File: src/rtl/bus_owner_fsm.sv
// Bus-ownership controller: request, wait for grant with timeout, own the bus
// until done, then hold a release interval. State is a one-hot register.
module bus_owner_fsm #(
  parameter int IDLE         = 0,
  parameter int BBUSY        = 1,
  parameter int BWAIT        = 2,
  parameter int BFRER        = 3,
  parameter int WAIT_TIMEOUT = 16,
  parameter int FREE_CYCLES  = 2,
  parameter int CNT_W        = 8
) (
  input  logic             clk,
  input  logic             rst_n,
  input  logic             req_i,
  input  logic             gnt_i,
  input  logic             done_i,
  input  logic             abort_i,
  output logic [3:0]       state_o,
  output logic             bus_req_o,
  output logic             bus_own_o,
  output logic             timeout_o,
  output logic [CNT_W-1:0] err_cnt_o
);

  typedef enum logic [3:0] {
    ST_IDLE  = 4'(1 << IDLE),
    ST_BBUSY = 4'(1 << BBUSY),
    ST_BWAIT = 4'(1 << BWAIT),
    ST_BFRER = 4'(1 << BFRER)
  } state_t;

  // One timer is shared by BWAIT and BFRER; it only ever needs to reach the larger limit minus one.
  localparam int TMAX  = (WAIT_TIMEOUT > FREE_CYCLES) ? WAIT_TIMEOUT : FREE_CYCLES;
  localparam int TMR_W = (TMAX > 1) ? $clog2(TMAX) : 1;

  logic [3:0]       state;
  logic [TMR_W-1:0] tmr;

  function automatic logic [CNT_W-1:0] sat_inc(input logic [CNT_W-1:0] v);
    return (&v) ? v : v + 1'b1;
  endfunction

  assign state_o   = state;
  assign bus_req_o = state[BWAIT];
  assign bus_own_o = state[BBUSY];

  always_ff @(posedge clk or negedge rst_n) begin
    if (!rst_n) begin
      state     <= ST_IDLE;
      tmr       <= '0;
      timeout_o <= 1'b0;
      err_cnt_o <= '0;
    end else begin
      timeout_o <= 1'b0;
      case (state)
        ST_IDLE: begin
          tmr <= '0;
          if (req_i) state <= ST_BWAIT;
        end
        ST_BWAIT: begin
          if (abort_i) begin
            state <= ST_IDLE;
            tmr   <= '0;
          end else if (gnt_i) begin
            state <= ST_BBUSY;
            tmr   <= '0;
          end else if (tmr == TMR_W'(WAIT_TIMEOUT - 1)) begin
            state     <= ST_BFRER;
            tmr       <= '0;
            timeout_o <= 1'b1;
            err_cnt_o <= sat_inc(err_cnt_o);
          end else begin
            tmr <= tmr + 1'b1;
          end
        end
        ST_BBUSY: begin
          tmr <= '0;
          if (done_i || abort_i) state <= ST_BFRER;
        end
        ST_BFRER: begin
          if (tmr == TMR_W'(FREE_CYCLES - 1)) begin
            state <= ST_IDLE;
            tmr   <= '0;
          end else begin
            tmr <= tmr + 1'b1;
          end
        end
        default: begin
          // Corrupted vector: recover quietly without counting it as a timeout.
          state <= ST_IDLE;
          tmr   <= '0;
        end
      endcase
    end
  end

endmodule

File: config.mk
export PLATFORM = sky130hd
export DESIGN_NAME = bus_owner_fsm
export DESIGN_NICKNAME = d
export VERILOG_FILES = /design/src/rtl/bus_owner_fsm.sv
export SDC_FILE = /design/constraint.sdc
export NUM_CORES = 1
export LEC_CHECK = 0
export CAP_MARGIN = 5
export CORE_ASPECT_RATIO = 1.5
export CORE_MARGIN = 4
export CORE_UTILIZATION = 39
export CTS_CLUSTER_DIAMETER = 60
export DETAILED_ROUTE_END_ITERATION = 10
export MAX_ROUTING_LAYER = met4
export PLACE_DENSITY = 0.65
export RECOVER_POWER = 50
export SETUP_SLACK_MARGIN = 0.5
export SYNTH_ARGS = -nofsm -noshare
export SYNTH_HDL_FRONTEND = slang
export SYNTH_SLANG_ARGS = --single-unit
File: constraint.sdc
create_clock -name clk -period 2.3 [get_ports clk]
set_input_delay 0.345 -clock clk [delete_from_list [all_inputs] [get_ports clk]]
set_output_delay 0.345 -clock clk [all_outputs]
set_load 0.02 [all_outputs]
==> metrics.md <==
| Metric | Value |
|---|---|
| Startpoint types | primary input |
| Cell area after synthesis | 875 µm² |
| Post-DP HPWL | 1.37 mm |
| H-tree Lvls | 1 |
| Initial antenna violation count | 0 |
| Min-Delay Path Depth | 1 |
| Largest net degree at the start of global routing | 18 |
| TritonCTS clock tree | yes |
| Final ANT Viol Nets | 0 |
| Cell variety after synth | 33 |
| Final setup TNS | 0 ns |
| Layout fillers | 194 |
| Worst path cell trace | clkdlybuf4s50_1 -> or4_4 -> nor3_4 -> clkbuf_1 -> nand4_1 -> xnor2_1 |
| Iteration-0 DRC Markers | 12 |
| CP endpoint kind | flip-flop |
| Crit share post-route | 83.3% |
| Share of cells above drive strength 1 | 11.1% |
| CP peak stage delay | 0.53 ns |
| Syn nets | 91 |
| Part of the Yosys area used for sequential elements | 48.8% |
| Drt total wl | 1.84 mm |
| FP Rows | 20 |
| Max_cap viols | 0 |
| Tmin final | 1.92 ns |
| Core Footprint | 2080 µm² |
| Class of the tightest hold or removal check | reg2reg |
| Clk_skew | 0.00510 ns |
| PD cells | 650 nW/µm² |
| Placed Area | 1110 µm² |
| Slew Limit Fails | 0 |
| Place WS | 0.114 ns |
| Gr usage total | 14.8% |
| Top layer in use | met4 |
| First-pass GRT wire length | 3.26 mm |
| Final hold vios | 0 |
| Net count, final | 118 |
| VDD IR-drop max | 0.000304 V |
| Io pins | 21 |
| Worst r2r src | state_o[0] |
| Footprint of the multi-input gates | 414 µm² |
| #FFs+latches synth | 17 |
| P&R area growth vs syn | 29.3% |
| Die width | 46.7 µm |
| CTS buffer count | 3 |
| PnR worst setup slack | 0.385 ns |
| Number of antenna diodes | 0 |
| Initial Util | 42.1% |
| Global route overflow | 0 |
| R2R Path End | err_cnt_o[4] |
| Die ar. | 3080 µm² |
| Share of Yosys cell area claimed by the top area cell type | 45.8% |
| Vias in the first global route | 753 |
| Actual slew at the worst max-slew pin | 0.923 ns |
| RSZ-0062 raised after global routing | true |
| Detailed Routing Iterations Pass 1 | 4 |
| Final Wtd Congestion | 0.814 |
| Via count | 703 |
| Reg2reg path depth | 5 |
| Final setup viols | 0 |
| Final non-filler cell total | 130 |
| Post-synthesis instance total | 82 |
| Worst-Skew Late Latency | 0.29 ns |
| CP Max Fanout | 8 |
| R2R Setup Slk | 0.40 ns |
| Most common cell after layout, fill and taps aside | clkdlybuf4s50_1 |
| Commonest non-fill, non-tap cells in the layout | clkdlybuf4s50_1 (16), dfrtp_1 (15), nor2_1 (6) |
| Root Buffer | clkbuf_4 |
| Data required, critical path | 2.47 ns |
| CTS clk-pin slew, worst paths | 0.09 ns |
| Leakage | 0.514 nW |
| Port Buf Inserts | 20 |
| Cells after DPL | 125 |
| Mapped Avg Cell Area | 10.7 µm² |
| Crit path DAT | 2.09 ns |
| Routed wl met2 | 892 µm |
| DR DRC count | 0 |
| CP max stage cell | or4_4 |
| Hold Path Sink | err_cnt_o[5] |
| Die Y | 66 µm |
| Min-delay src | err_cnt_o[5] |
| Peak Freq | 522 MHz |
| Fin area | 1130 µm² |
| Clock sink count | 17 |
| Ys Warns | 0 |
| Routed length per instance | 14.1 µm |
| Vias per cell | 5.41 |
| WL met1 | 796 µm |
| Fin util | 54.5% |
| Metal3 WL | 99 µm |
| Clock Tree Buf Depth | 2 |
| Leading post-synthesis cells by cell area | dfrtp_1 (46%), xnor2_1 (5.0%), ha_1 (4.3%), dfstp_2 (3.0%), and3_1 (2.9%) |
| Critical path type | in2reg |
| Largest area contributor in the netlist | dfrtp_1 |
| Relative slew slack | 38.4% |
| Status | complete, no violations |
| Seq. cell area | 428 µm² |
-- worst max-delay path, delay by kind of cell --
kind | cells | cell delay (ns)
simple gates | 3 | 0.89
buf+inv | 2 | 0.71
xor+xnor | 1 | 0.15
-- kinds of logic after synthesis --
group           Yosys count  share of synthesized area (%)
simple gates             33                           23.5
flops                    17                           48.8
compound gates           14                           10.9
xor+xnor                  7                           7.01
buf+inv                   7                           3.86
fa+ha+maj                 3                           4.29
mux                       1                           1.72
-- cell type report --
cell class                      count  share of cell area, %
Inverter                            5                   1.66
Sequential cell                    17                   37.8
Tap cell                           22                   2.43
Clock buffer                        4                   2.32
Multi-Input combinational cell     58                   36.6
Timing Repair Buffer               24                   19.1
-- sequential cells by signal (all words and copies together), names as in the netlist --
signal	flops
err_cnt_o	8
state_o	4
tmr	4
timeout_o	1
-- Yosys cell counts, drive strengths merged --
library cell	n
o21bai	2
or4	1
xnor2	5
or2b	1
and4	1
nor2b	3
inv	5
xor2	2
a211oi	1
o311ai	1
dfstp	1
o211ai	1
nor2	6
and3	4
a31oi	2
o31ai	1
buf	2
nand2	2
nand3	5
nand3b	2
or2	1
and2	3
a21oi	2
ha	3
dfrtp	16
mux2	1
o21ai	2
a41oi	1
nand4	2
nor3	2
a21boi	1
-- stage by stage --
stage / power [mW] / hold slack, ns
final: 0.735 / 0.502
after detailed placement: 0.600 / 0.487
after floorplan: 0.504 / 0.0494
after CTS: 0.753 / 0.372
after global placement: 0.596 / 0.483
after global routing: 0.791 / 0.535
-- per-layer routing --
metal	track usage [%]	vias to the layer above
li1	-	340
met1	17.5	333
met2	22.6	24
met3	3.27	6
met4	8.65	0
met5	-	-
-- report_power, final --
part	switching [mW]	total [mW]	internal, mW
logic	0.128	0.223	0.0952
registers	0.0314	0.356	0.324
clock network	0.0889	0.156	0.0674
total	0.248	0.735	0.487
-- how the worst max path moves through the flow --
stage,startpoint,to,cells after the start
2_1_floorplan,state_o[0],err_cnt_o[1],4
3_3_place_gp,gnt_i,err_cnt_o[1],5
3_5_place_dp,gnt_i,err_cnt_o[1],5
4_1_cts,gnt_i,err_cnt_o[1],5
5_1_grt,state_o[0],err_cnt_o[6],5
6_report,gnt_i,err_cnt_o[4],6
-- what timing repair did --
item | in CTS | in global routing
setup buffers | 1 | 0
pin swaps | 2 | 0
resized for setup | 2 | 1
endpoints found under the setup margin | 3 | 4
hold buffers | 0 | 0
(Power assumes the default switching activity.)
==> variant 1: new RTL, config.mk and constraints unchanged <==
Make the reset (`rst_n`) synchronous in one clocked block.
--- a/src/rtl/bus_owner_fsm.sv
+++ b/src/rtl/bus_owner_fsm.sv
@@ -44,7 +44,7 @@
   assign bus_req_o = state[BWAIT];
   assign bus_own_o = state[BBUSY];
 
-  always_ff @(posedge clk or negedge rst_n) begin
+  always_ff @(posedge clk) begin
     if (!rst_n) begin
       state     <= ST_IDLE;
       tmr       <= '0;
Function: differs if rst_n is asserted again (counterexample within 4 cycles, from zero or initial values and one cycle with rst_n low); with rst_n held inactive, the same outputs for 10 cycles.
==> variant 1 against the original RTL <==
- setup slack better by 0.050 ns
- fmax is 2.7% higher
- utilization is 2.2 points lower
- routed wire length is 5.9% higher
- sequential cell count stayed put
- cell area is 3.1% higher
- cell count is 12% higher
- die area is 3.4% higher
- first-iteration DRC count is 42% higher
- highest routed layer unchanged
- register-to-register slack better by 0.17 ns
- area after synthesis is 4.0% higher
Power is not compared: it rests on default switching activity, and its combinational part moved more than twofold at a synthesized area within 25%.
==> variant 1: results (changes against the original RTL) <==
metric;value;unit;change
grt_max_degree;12;;-6
synthTopCellsByCount;17 x dfxtp_1, 12 x nor2_1, 6 x nand2_1;;
multi_input_cells;75;;+29%
dp.final_hpwl;1530;um;+12%
multi_input_area_share;0.456;;+0.0899
crit_type;reg2out;;
synth_cell_types;38;;+15%
synthTopCellsByArea;dfxtp_1 37%, nor2_1 5.0%, ha_1 4.1%;;
grtUsageTotal;0.142;;-0.00588
grt_pass1_wl;3280;um;+0.64%
timing.slew.headroom;0.611;;+0.227
cpPeakStageDelay;0.68;ns;+0.15 ns
whs_endpoint;tmr[0];;
clockBufferDepth;2;;unchanged
layout.nets;133;;+13%
rr_endpoint;err_cnt_o[6];;
crit_end;bus_own_o;;
yosys.area_share.adder;0.0413;;-0.00165
n_all_inverters;5;;unchanged
reg2reg_from;state_o[1];;
fillers;208;;+7.2%
gp_congestion;0.850;;+4.4%
r2r_setup_slack;0.57;ns;+0.17 ns
worstPathMaxFanout;10;;+2
clock_buffers;4;;unchanged
vias;834;;+19%
synth_xor_xnor_area_share;0.0289;;-0.0412
grt_pass1_vias;784;;+4.1%
ys_warn_count;0;;unchanged
whs;0.439;ns;-0.0631 ns
r2r_cells;4;;-1
crit_family;buffers and inverters;;
worstPathArrival;1.52;ns;-0.57 ns
signal_buffers;22;;-8.3%
dr.first_iter.drc_count;17;;+5
async_reset_ff_frac;0;;-1.00
clock_area_frac;0.0225;;-0.000698
status;completed;;
finalClockSkew;0.00804;ns;+0.00294 ns
yosysSeqAreaShare;0.374;;-0.114
drive_gt1_frac;0.114;;+0.00271
hold_start;tmr[0];;
postCtsSetupRepairBufs;0;;-1
synth_fp_nets;112;;+23%
synth-compound-area-share;0.165;;+0.0563
power_leakage;0.433;nW;
cts_resized;5;;+3
wl_per_cell;13.3;um;-5.7%
muxShareOfSynthArea;0.0110;;-0.00616
critPathSlowestCell;clkdlybuf4s50_1;;
ys.flop_type;dfxtp_1;;
seqCellArea;344;um2;-20%
buffer_area_frac;0.186;;-0.00575
variant 1: cell count changes after synthesis, sizes merged, moves of 4 or more:
cell / delta
nand2: +4
dfxtp: +17
dfrtp: -16
nor2: +6
xnor2: -4
variant 1: cell families after synthesis:
group           after synthesis
compound gates               22
xor+xnor                      3
fa+ha+maj                     3
buf+inv                      11
flops                        17
mux                           1
simple gates                 46
variant 1: metal layers:
| layer | vias up | global-route usage | wire [um] |
|---|---|---|---|
| met5 | - | - | 0 |
| met2 | 11 | 0.235 | 1070 |
| met3 | 2 | 0.0373 | 61 |
| met1 | 402 | 0.160 | 796 |
| met4 | 0 | 0.0519 | 13 |
| li1 | 419 | - | - |
variant 1: through the flow:
step,cell area [um2],setup WS (ns),cells,total power [W]
2_1_floorplan,910,0.540,103,0.000346
3_3_place_gp,1120,0.210,142,0.000372
3_5_place_dp,1120,0.176,142,0.000372
4_1_cts,1160,0.509,146,0.000532
5_1_grt,1170,0.347,146,0.000549
6_report,1170,0.435,146,0.000524
==> variant 2: new RTL, same settings <==
Without the edit above. `WAIT_TIMEOUT`: 16 -> 32.
--- a/src/rtl/bus_owner_fsm.sv
+++ b/src/rtl/bus_owner_fsm.sv
@@ -5,7 +5,7 @@
   parameter int BBUSY        = 1,
   parameter int BWAIT        = 2,
   parameter int BFRER        = 3,
-  parameter int WAIT_TIMEOUT = 16,
+  parameter int WAIT_TIMEOUT = 32,
   parameter int FREE_CYCLES  = 2,
   parameter int CNT_W        = 8
 ) (
Function: no difference found for any inputs over 10 cycles, from zero or initial values and one cycle with rst_n low; that may be too few to reach the edited logic, so the function may still have changed.
==> variant 2 against the original RTL <==
- die area is 3.8% higher
- power is 3.1% higher
- area after synthesis is 4.4% higher
- cell area is 18% higher
- routed wire length is 11% higher
- setup slack worse by 0.091 ns
- sequential power is 5% higher
- sequential cell count is 1 higher
- critical path type is now reg2reg
==> variant 2: results (changes against the original RTL) <==
metric;value;unit;change
hold_start;abort_i;;
async_reset_ff_frac;1.00;;unchanged
wl_met2;1120;um;+25%
r2r_setup_slack;0.29;ns;-0.11 ns
finalClockSkew;0.00273;ns;-0.00237 ns
worstPathArrival;2.17;ns;+0.08 ns
dp_cells;132;;+5.6%
firstDrtPassIters;4;;unchanged
tightest_slew;0.969;ns;+0.0455 ns
dp.final_hpwl;1450;um;+5.7%
synth_cell_types;33;;unchanged
wl_met1;798;um;+0.25%
whs;0.470;ns;-0.0314 ns
via_per_inst;5.37;;-0.64%
grt_pass1_wl;3420;um;+4.7%
yosysSeqAreaShare;0.495;;+0.00668
grtUsageTotal;0.151;;+0.00240
switching_power;0.000253;W;+2.0%
cts_root_buffer;clkbuf_4;;
grt_max_degree;19;;+1
fin_cells;142;;+9.2%
synthTopCellsByCount;17 x dfrtp_1, 9 x nor2_1, 8 x xor2_1;;
hold_path_depth;3;;+2
wl_met3;114;um;+15%
hold_violations;0;;unchanged
whs_endpoint;state_o[1];;
reg2reg_from;tmr[1];;
worstPathMaxFanout;7;;-1
grt_pass1_vias;771;;+2.4%
power_leakage;0.577;nW;+12%
r2r_cells;8;;+3
path_clk_slew;0.10;ns;
antenna_found_initial;0;;unchanged
synthTopCellsByArea;dfrtp_1 47%, xor2_1 7.7%, ha_1 5.5%;;
ctsHtreeMaxLevel;1;;unchanged
wl_per_cell;14.4;um;+2.0%
avgSynthCellArea;10.5;um2;-1.6%
synth_fp_nets;97;;+6.6%
dr.first_iter.drc_count;8;;-4
insertedDiodeCount;0;;unchanged
cts_inserted_buffers;3;;unchanged
ir_drop;447;uV;+47%
rr_endpoint;err_cnt_o[1];;
gp_congestion;0.797;;-2.2%
drive_gt1_frac;0.286;;+0.175
largest_register_ff_count;8;;unchanged
fillers;187;;-3.6%
clockBufferDepth;2;;unchanged
top_layer;met4;;
min_path_type;in2reg;;
ys_warn_count;0;;unchanged
clk_latency;0.28;ns;
status;completed;;
port_buffers;20;;unchanged
[variant 2: worst max-delay path, stage by stage (launching register included)]
cell and delay (ns):
dfrtp_1 0.38, ha_2 0.19, and3_4 0.19, ha_4 0.13, inv_2 0.03, or4_4 0.42, buf_12 0.17, nor2_4 0.09
mux2_4 0.30
[variant 2: timing repair]
action | CTS | global route
setup buffers | 3 | 3
setup endpoints to repair | 14 | 17
gates cloned | 0 | 0
resized for setup | 12 | 12
pin swaps | 4 | 11
[variant 2: worst max-delay path by stage]
| stage | startpoint | endpoint | cells after the start |
|---|---|---|---|
| 2_1_floorplan | state_o[2] | err_cnt_o[1] | 6 |
| 3_3_place_gp | gnt_i | err_cnt_o[7] | 6 |
| 3_5_place_dp | gnt_i | err_cnt_o[5] | 6 |
| 4_1_cts | tmr[1] | err_cnt_o[5] | 8 |
| 5_1_grt | tmr[1] | err_cnt_o[1] | 8 |
| 6_report | tmr[1] | err_cnt_o[1] | 8 |
[variant 2: kinds of logic after synthesis]
family / share of synthesized area
DFF: 0.495
AOI/OAI and AO/OA: 0.0685
adders and majority gates: 0.0548
muxes: 0.0123
and+or+nand+nor: 0.225
buffers and inverters: 0.0589
xor gates and xnor gates: 0.0863
[variant 2: metrics by stage]
step | TNS, ns | setup slack, ns | instance area (um2) | util
after global placement | -0.479 | -0.0942 | 1200 | 0.536
after global routing | 0 | 0.221 | 1340 | 0.598
after CTS | 0 | 0.274 | 1290 | 0.580
after detailed placement | -0.491 | -0.108 | 1200 | 0.536
after floorplan | 0 | 0.203 | 957 | -
final | 0 | 0.294 | 1340 | 0.598
[variant 2: cell type report]
cell class,count,share of cell area
clock buffers,4,0.0197
inverters,5,0.0140
multi-input cells,59,0.395
flip-flops and latches,18,0.340
well taps,23,0.0215
repair buffers,33,0.210
[variant 2: per-layer routing]
metal  GRT usage  vias to the layer above
li1            -                      366
met1       0.166                      374
met2       0.263                       21
met3      0.0240                        2
met4      0.0519                        0
met5           -                        -
[variant 2: power by group through the flow]
stage	registers, W	clock network [W]	logic, W
after global placement	0.000383	0	0.000254
after global routing	0.000380	0.000184	0.000256
after detailed placement	0.000384	0	0.000254
after CTS	0.000376	0.000165	0.000258
final	0.000373	0.000154	0.000230
after floorplan	0.000405	0	0.000138
